`config.mk`:
```
export PLATFORM = sky130hd
export DESIGN_NAME = bot_sysreg_bank_flat
export DESIGN_NICKNAME = d
export VERILOG_FILES = /design/src/rtl/bot_sysreg_bank_if.sv /design/src/rtl/bot_sysreg_bank.sv /design/src/flat_wrapper.sv
export SDC_FILE = /design/constraint.sdc
export NUM_CORES = 1
export LEC_CHECK = 0
export CAP_MARGIN = 20
export CORE_AREA = 2 2 172 242
export DETAILED_ROUTE_END_ITERATION = 10
export DIE_AREA = 0 0 174 244
export GPL_ROUTABILITY_DRIVEN = 0
export PLACE_DENSITY = 0.78
export SYNTH_ARGS = -nofsm -noshare
export SYNTH_HDL_FRONTEND = slang
export SYNTH_SLANG_ARGS = --single-unit
```
`constraint.sdc`:
```
create_clock -name clk -period 2 [get_ports clk]
set_input_delay 0.4 -clock clk [delete_from_list [all_inputs] [get_ports clk]]
set_output_delay 0.4 -clock clk [all_outputs]
set_load 0.03 [all_outputs]
```
`src/rtl/bot_sysreg_bank_if.sv`:
```
// ============================================================================
// Module  : bot_sysreg_bank_if
// Brief   : PicoBlaze-style I/O port bus between the CPU and the register bank
// Revision: 1.0 - initial release
// ============================================================================
`default_nettype none

interface bot_sysreg_bank_if;
  logic [7:0] port_id;
  logic [7:0] out_port;
  logic       write_strobe;
  logic       read_strobe;
  logic [7:0] in_port;

  modport master (
    output port_id, out_port, write_strobe, read_strobe,
    input  in_port
  );

  modport slave (
    input  port_id, out_port, write_strobe, read_strobe,
    output in_port
  );
endinterface

`default_nettype wire

```
`src/rtl/bot_sysreg_bank.sv`:
```
// ============================================================================
// Module  : bot_sysreg_bank
// Brief   : Per-robot shadow/visible system registers with atomic commit,
//           sticky update flag and overrun tracking
// Revision: 1.0 - initial release
// ============================================================================
`default_nettype none

module bot_sysreg_bank #(
  parameter int         N_BOTS        = 4,
  parameter logic [7:0] RESET_BOTINFO = 8'h00
) (
  input  logic                  clk,
  input  logic                  reset,
  bot_sysreg_bank_if.slave      bus,
  input  logic [8*N_BOTS-1:0]   MotCtl_in,
  output logic [8*N_BOTS-1:0]   LocX_reg,
  output logic [8*N_BOTS-1:0]   LocY_reg,
  output logic [8*N_BOTS-1:0]   Sensors_reg,
  output logic [8*N_BOTS-1:0]   BotInfo_reg,
  output logic [8*N_BOTS-1:0]   LMDist_reg,
  output logic [8*N_BOTS-1:0]   RMDist_reg,
  output logic [N_BOTS-1:0]     upd_sysregs,
  input  logic [N_BOTS-1:0]     upd_ack
);

  localparam logic [3:0] c_NBOTS   = 4'(N_BOTS);
  localparam logic [3:0] c_NREGS   = 4'd6;
  localparam logic [3:0] c_STATUS  = 4'd1;
  localparam logic [3:0] c_COMMIT  = 4'hF;
  localparam int         c_BOTINFO = 3;

  logic [7:0]        r_shadow  [N_BOTS][0:5];
  logic [7:0]        r_visible [N_BOTS][0:5];
  logic [7:0]        r_mot     [N_BOTS];
  logic [N_BOTS-1:0] r_upd;
  logic [N_BOTS-1:0] r_ovr;
  logic [7:0]        r_rdata;

  logic [2:0]        w_bot;
  logic [3:0]        w_reg;
  logic              w_hit;
  logic [N_BOTS-1:0] w_sel;
  logic [N_BOTS-1:0] w_wr;
  logic [N_BOTS-1:0] w_commit;
  logic [N_BOTS-1:0] w_stat_rd;
  logic [7:0]        w_rdata;

  assign w_bot = bus.port_id[6:4];
  assign w_reg = bus.port_id[3:0];
  assign w_hit = !bus.port_id[7] && ({1'b0, w_bot} < c_NBOTS);

  always_comb begin
    w_sel     = '0;
    w_wr      = '0;
    w_commit  = '0;
    w_stat_rd = '0;
    for (int b = 0; b < N_BOTS; b++) begin
      w_sel[b]     = w_hit && (w_bot == 3'(b));
      w_wr[b]      = w_sel[b] && bus.write_strobe;
      w_commit[b]  = w_wr[b] && (w_reg == c_COMMIT);
      w_stat_rd[b] = w_sel[b] && bus.read_strobe && (w_reg == c_STATUS);
    end
  end

  always_comb begin
    w_rdata = 8'h00;
    for (int b = 0; b < N_BOTS; b++) begin
      if (w_sel[b]) begin
        case (w_reg)
          4'd0:    w_rdata = r_mot[b];
          4'd1:    w_rdata = {r_ovr[b], 6'b0, r_upd[b]};
          4'd2:    w_rdata = r_shadow[b][0];
          4'd3:    w_rdata = r_shadow[b][1];
          4'd4:    w_rdata = r_shadow[b][2];
          4'd5:    w_rdata = r_shadow[b][3];
          4'd6:    w_rdata = r_shadow[b][4];
          4'd7:    w_rdata = r_shadow[b][5];
          default: w_rdata = 8'h00;
        endcase
      end
    end
  end

  always_ff @(posedge clk or negedge reset) begin
    if (!reset) begin
      for (int b = 0; b < N_BOTS; b++) begin
        for (int k = 0; k < 6; k++) begin
          r_shadow[b][k]  <= (k == c_BOTINFO) ? RESET_BOTINFO : 8'h00;
          r_visible[b][k] <= (k == c_BOTINFO) ? RESET_BOTINFO : 8'h00;
        end
        r_mot[b] <= 8'h00;
      end
      r_upd   <= '0;
      r_ovr   <= '0;
      r_rdata <= 8'h00;
    end else begin
      r_rdata <= w_rdata;
      for (int b = 0; b < N_BOTS; b++) begin
        r_mot[b] <= MotCtl_in[8*b +: 8];
        if (w_wr[b] && (w_reg < c_NREGS))
          r_shadow[b][w_reg[2:0]] <= bus.out_port;
        if (w_commit[b])
          r_visible[b] <= r_shadow[b];
        // A commit outranks an ack in the same cycle: the new data still needs acknowledging.
        if (w_commit[b]) begin
          r_upd[b] <= 1'b1;
          if (r_upd[b] && !upd_ack[b])
            r_ovr[b] <= 1'b1;
        end else if (upd_ack[b]) begin
          r_upd[b] <= 1'b0;
          r_ovr[b] <= 1'b0;
        end else if (w_stat_rd[b]) begin
          r_ovr[b] <= 1'b0;
        end
      end
    end
  end

  generate
    for (genvar gb = 0; gb < N_BOTS; gb++) begin : g_pack
      assign LocX_reg[8*gb +: 8]    = r_visible[gb][0];
      assign LocY_reg[8*gb +: 8]    = r_visible[gb][1];
      assign Sensors_reg[8*gb +: 8] = r_visible[gb][2];
      assign BotInfo_reg[8*gb +: 8] = r_visible[gb][3];
      assign LMDist_reg[8*gb +: 8]  = r_visible[gb][4];
      assign RMDist_reg[8*gb +: 8]  = r_visible[gb][5];
    end
  endgenerate

  assign upd_sysregs = r_upd;
  assign bus.in_port = r_rdata;

endmodule

`default_nettype wire

```
`src/flat_wrapper.sv`:
```
// flat-port wrapper written by rule: the top's interface ports become plain ports
module bot_sysreg_bank_flat 
#(
  parameter int         N_BOTS        = 4,
  parameter logic [7:0] RESET_BOTINFO = 8'h00
)
  (clk, reset, MotCtl_in, LocX_reg, LocY_reg, Sensors_reg, BotInfo_reg, LMDist_reg, RMDist_reg, upd_sysregs, upd_ack, bus_port_id, bus_out_port, bus_write_strobe, bus_read_strobe, bus_in_port);
  bot_sysreg_bank_if bus_i ();
  input  logic clk;
  input  logic reset;
  input  logic [8*N_BOTS-1:0] MotCtl_in;
  output logic [8*N_BOTS-1:0] LocX_reg;
  output logic [8*N_BOTS-1:0] LocY_reg;
  output logic [8*N_BOTS-1:0] Sensors_reg;
  output logic [8*N_BOTS-1:0] BotInfo_reg;
  output logic [8*N_BOTS-1:0] LMDist_reg;
  output logic [8*N_BOTS-1:0] RMDist_reg;
  output logic [N_BOTS-1:0] upd_sysregs;
  input  logic [N_BOTS-1:0] upd_ack;
  input wire logic [$bits(bus_i.port_id)-1:0] bus_port_id;
  input wire logic [$bits(bus_i.out_port)-1:0] bus_out_port;
  input wire logic [$bits(bus_i.write_strobe)-1:0] bus_write_strobe;
  input wire logic [$bits(bus_i.read_strobe)-1:0] bus_read_strobe;
  output wire logic [$bits(bus_i.in_port)-1:0] bus_in_port;
  assign bus_i.port_id = bus_port_id;
  assign bus_i.out_port = bus_out_port;
  assign bus_i.write_strobe = bus_write_strobe;
  assign bus_i.read_strobe = bus_read_strobe;
  assign bus_in_port = bus_i.in_port;
  bot_sysreg_bank #(.N_BOTS(N_BOTS), .RESET_BOTINFO(RESET_BOTINFO)) u_core (.clk(clk), .reset(reset), .bus(bus_i), .MotCtl_in(MotCtl_in), .LocX_reg(LocX_reg), .LocY_reg(LocY_reg), .Sensors_reg(Sensors_reg), .BotInfo_reg(BotInfo_reg), .LMDist_reg(LMDist_reg), .RMDist_reg(RMDist_reg), .upd_sysregs(upd_sysregs), .upd_ack(upd_ack));
endmodule
```
==> results.tsv <==
stage	metric	value	unit
final_layout	antenna_cells	0	
global_route	overflow	0	
critical_path	r2r_end	u_core.bus.in_port[5]$_DFF_PN0_	
routing	vias	12620	
clock_network	clk_root_buffer_cell	clkbuf_16	
floorplanning	start_util	44.70	%
yosys	syn_nets	1277	
clock_network	clk_pin_slew_worst_paths	0.06	ns
hold_path	hold_class	input port to flip-flop	
clock_network	cts_tree	done	
routing	drt-initial-drc-count	1177	
critical_path	worst_setup_path_start_kind	input port	
yosys	yosys_warnings	0	
floorplanning	die_area	42460	sq um
critical_path	crit_fanout	10	
floorplanning	die_width	174	um
yosys	yosysSeqAreaShare	60.37	%
critical_path	path_class	input port to flip-flop	
clock_network	clk_latency	0.55	ns
pwr	p_per_area	754.5	nW/um^2
yosys	synthArstFlopShare	100.0	%
pwr	internal_power	13.79	mW
routing	drc	0	
pwr	ir_worst_vdd	0.0005065	V
timing	timing.setup.tns	-0.01052	ns
routing	wirelength	54.95	mm
global_route	grt.total_usage	25.59	%
yosys	ys_types	68	
timing	fmaxAchievable	498.1	MHz
final_layout	multi_input_area	6855	sq um
critical_path	endpoint	u_core.bus.in_port[6]$_DFF_PN0_	
final_layout	final_common_cell	dfrtp_1	
clock_network	cts_buffer_depth	3	
timing	rsz0062_at_grt	true	
outcome	violations	setup timing	
yosys	synthFlopType	dfrtp_1	
yosys	ys_ff_latch	432	
yosys	synth_area	17910	sq um
hold_path	min_from	MotCtl_in[27]	
routing	ant_nets	0	
critical_path	rr_startpoint	u_core.r_shadow[5]$_DFFE_PN0P_	
pwr	power_frac_seq	51.3	%
timing	tightest_slew	0.6265	ns
floorplanning	ios	260	
global_route	grt_pass1_vias	13270	
floorplanning	dieHeight	244	um
pwr	clkPwrFrac	41.3	%
final_layout	regMostFlops	u_core.r_shadow	
timing	skew	0.01649	ns
outcome	status	complete, but fails checks	
floorplanning	core_area	40060	sq um
timing	finalMaxSlewViolations	0	
floorplanning	rows	87	
final_layout	nets	1683	
final_layout	fillers	3116	
placement	hpwlAfterDp	40.16	mm
critical_path	reg2reg_slack	0.29	ns
pwr	switching_power	4.228	mW
global_route	antenna_found_initial	1	
clock_network	clkSinkCount	432	
final_layout	regArea	10810	sq um
placement	io_buffers	259	
clock_network	numCtsBuffers	40	
pwr	p_sw_share	23.47	%
timing	slew_headroom	57.15	%
critical_path	crit_arrival	2.40	ns
global_route	grt_max_degree	75	
global_route	grt_pass1_wl	82.01	mm
yosys	synth-edff-count	0	
final_layout	layout_common_cells	dfrtp_1, mux2_2, buf_4	
routing	dr.pass1.iters	6	
placement	pre_cts_slack	-0.8334	ns
yosys	avgSynthCellArea	14.66	sq um
final_layout	final_layout_size_suffix_gt1_share	41.34	%
yosys	syn_inst	1221	
critical_path	r2r_cells	5	
clock_network	cts.htree.levels	2	
final_layout	fin_area	23880	sq um
pwr	leakagePower	12.88	nW
placement	place_area	22400	sq um
final_layout	syn2layout_area_growth	33.36	%
final_layout	largest_reg_flops	192	
job	drv_cap	0	
pwr	p_comb_share	7.4	%
routing	viasPerCell	5.774	
critical_path	required	2.39	ns
timing	post-route-min-period	2.008	ns
critical_path	crit_start	bus_port_id[2]	
timing	final_hold_viol_count	0	
timing	layout_setup_ws	-0.007535	ns
timing	finalCritPeriodShare	100.4	%
timing	finalSetupViolCount	4	
critical_path	critPathCaptureType	flip-flop	
routing	wl_per_cell	25.14	um
## through the flow
step / power, mW / utilization (%) / std cells / hold WS, ns
final: 18.02 / 59.61 / 2186 / 0.2938
after global routing: 18.57 / 59.61 / 2186 / 0.2913
after CTS: 18.06 / 58.98 / 2185 / 0.2831
after detailed placement: 10.69 / 55.92 / 2117 / 0.3463
after global placement: 10.66 / 55.92 / 2117 / 0.3466
after floorplan: 9.797 / - / 1221 / 0.1044
## cell families after synthesis
group                  share of synthesized area [%]
AO/OA/AOI/OAI                                  6.540
multiplexers                                   26.41
AND/OR/NAND/NOR                                4.437
buffers and inverters                          2.243
flip-flops                                     60.37
## per-layer routing
layer	track usage, %	part of all wire [%]
met5	0	0.022
met4	12.83	5.6
met3	4.757	7.6
met2	43.33	50
met1	31.44	37
## critical path, cell delays in order
cell and delay (ns):
clkdlybuf4s50_1 0.45, buf_4 0.18, buf_4 0.20, and4bb_4 0.28, buf_4 0.15, a2111oi_0 0.61
a2111oi_1 0.12
## cell type report
class	instances	share of cell area, %
Clock buffer	57	4.925
Clock inverter	10	0.3615
Inverter	3	0.04716
Multi-Input combinational cell	711	28.71
Sequential cell	432	45.27
Tap cell	534	2.798
Timing Repair Buffer	439	17.89
## worst min-delay path by stage
stage                                                    to  slack (ns)  cells after the start
after floorplan           u_core.BotInfo_reg[0]$_DFFE_PN0P_        0.10                      0
after global placement      u_core.LocX_reg[28]$_DFFE_PN0P_        0.35                      1
after detailed placement    u_core.LocX_reg[28]$_DFFE_PN0P_        0.35                      1
after CTS                        u_core.r_mot[15]$_DFF_PN0_        0.28                      1
after global routing              u_core.r_mot[3]$_DFF_PN0_        0.29                      1
final                             u_core.r_mot[3]$_DFF_PN0_        0.29                      1
## what timing repair did
action,in CTS,in global routing
setup endpoints to repair,87,87
pin swaps,0,3
buffers inserted,0,1
endpoints found under the hold margin,32,0
hold buffers,1,0
gates resized for setup,93,85
## synthesized netlist by cell type (2+ instances only)
| master | n | share of area [%] |
|---|---|---|
| dfrtp_1 | 432 | 60 |
| buf_2 | 42 | 1.2 |
| a222oi_1 | 3 | 0.17 |
| nor3b_2 | 2 | 0.14 |
| o21ai_0 | 20 | 0.56 |
| mux2_2 | 383 | 24 |
| or2_2 | 5 | 0.17 |
| a2111oi_0 | 6 | 0.29 |
| a221oi_1 | 4 | 0.20 |
| o21ai_1 | 3 | 0.084 |
| clkbuf_1 | 19 | 0.40 |
| and3_1 | 5 | 0.17 |
| nor2_4 | 5 | 0.31 |
| nor2_2 | 5 | 0.17 |
| a221o_1 | 3 | 0.17 |
| a2111oi_2 | 2 | 0.17 |
| a2111oi_1 | 2 | 0.11 |
| and2_0 | 2 | 0.070 |
| nor2b_1 | 14 | 0.49 |
| or3_1 | 2 | 0.070 |
| o22ai_1 | 19 | 0.66 |
| and2_1 | 7 | 0.24 |
| buf_6 | 2 | 0.13 |
| mux2i_1 | 28 | 1.6 |
| mux4_2 | 2 | 0.25 |
| nor2_1 | 19 | 0.40 |
| nand2_1 | 27 | 0.57 |
| nand2_2 | 9 | 0.31 |
| a22o_1 | 10 | 0.49 |
| o31ai_1 | 4 | 0.17 |
| a31oi_1 | 4 | 0.14 |
| inv_1 | 3 | 0.063 |
| o32ai_1 | 4 | 0.20 |
| mux2_1 | 8 | 0.50 |
| nor3_2 | 2 | 0.11 |
| a32oi_1 | 3 | 0.15 |
| nand3b_1 | 5 | 0.21 |
| nand3_1 | 8 | 0.22 |
| o211ai_1 | 2 | 0.084 |
| buf_4 | 11 | 0.46 |
| and2b_1 | 3 | 0.13 |
| nor3_1 | 5 | 0.14 |
| a21oi_1 | 7 | 0.20 |
| a22oi_1 | 46 | 1.9 |
## power groups by stage
stage | clock [mW] | combinational (mW) | sequential (mW)
floorplan | 0 | 0.499 | 9.30
global placement | 0 | 1.28 | 9.38
global route | 7.91 | 1.42 | 9.24
CTS | 7.52 | 1.32 | 9.22
detailed placement | 0 | 1.30 | 9.39
finish | 7.44 | 1.34 | 9.24
No activity file was read; power rests on OpenSTA's default activity.
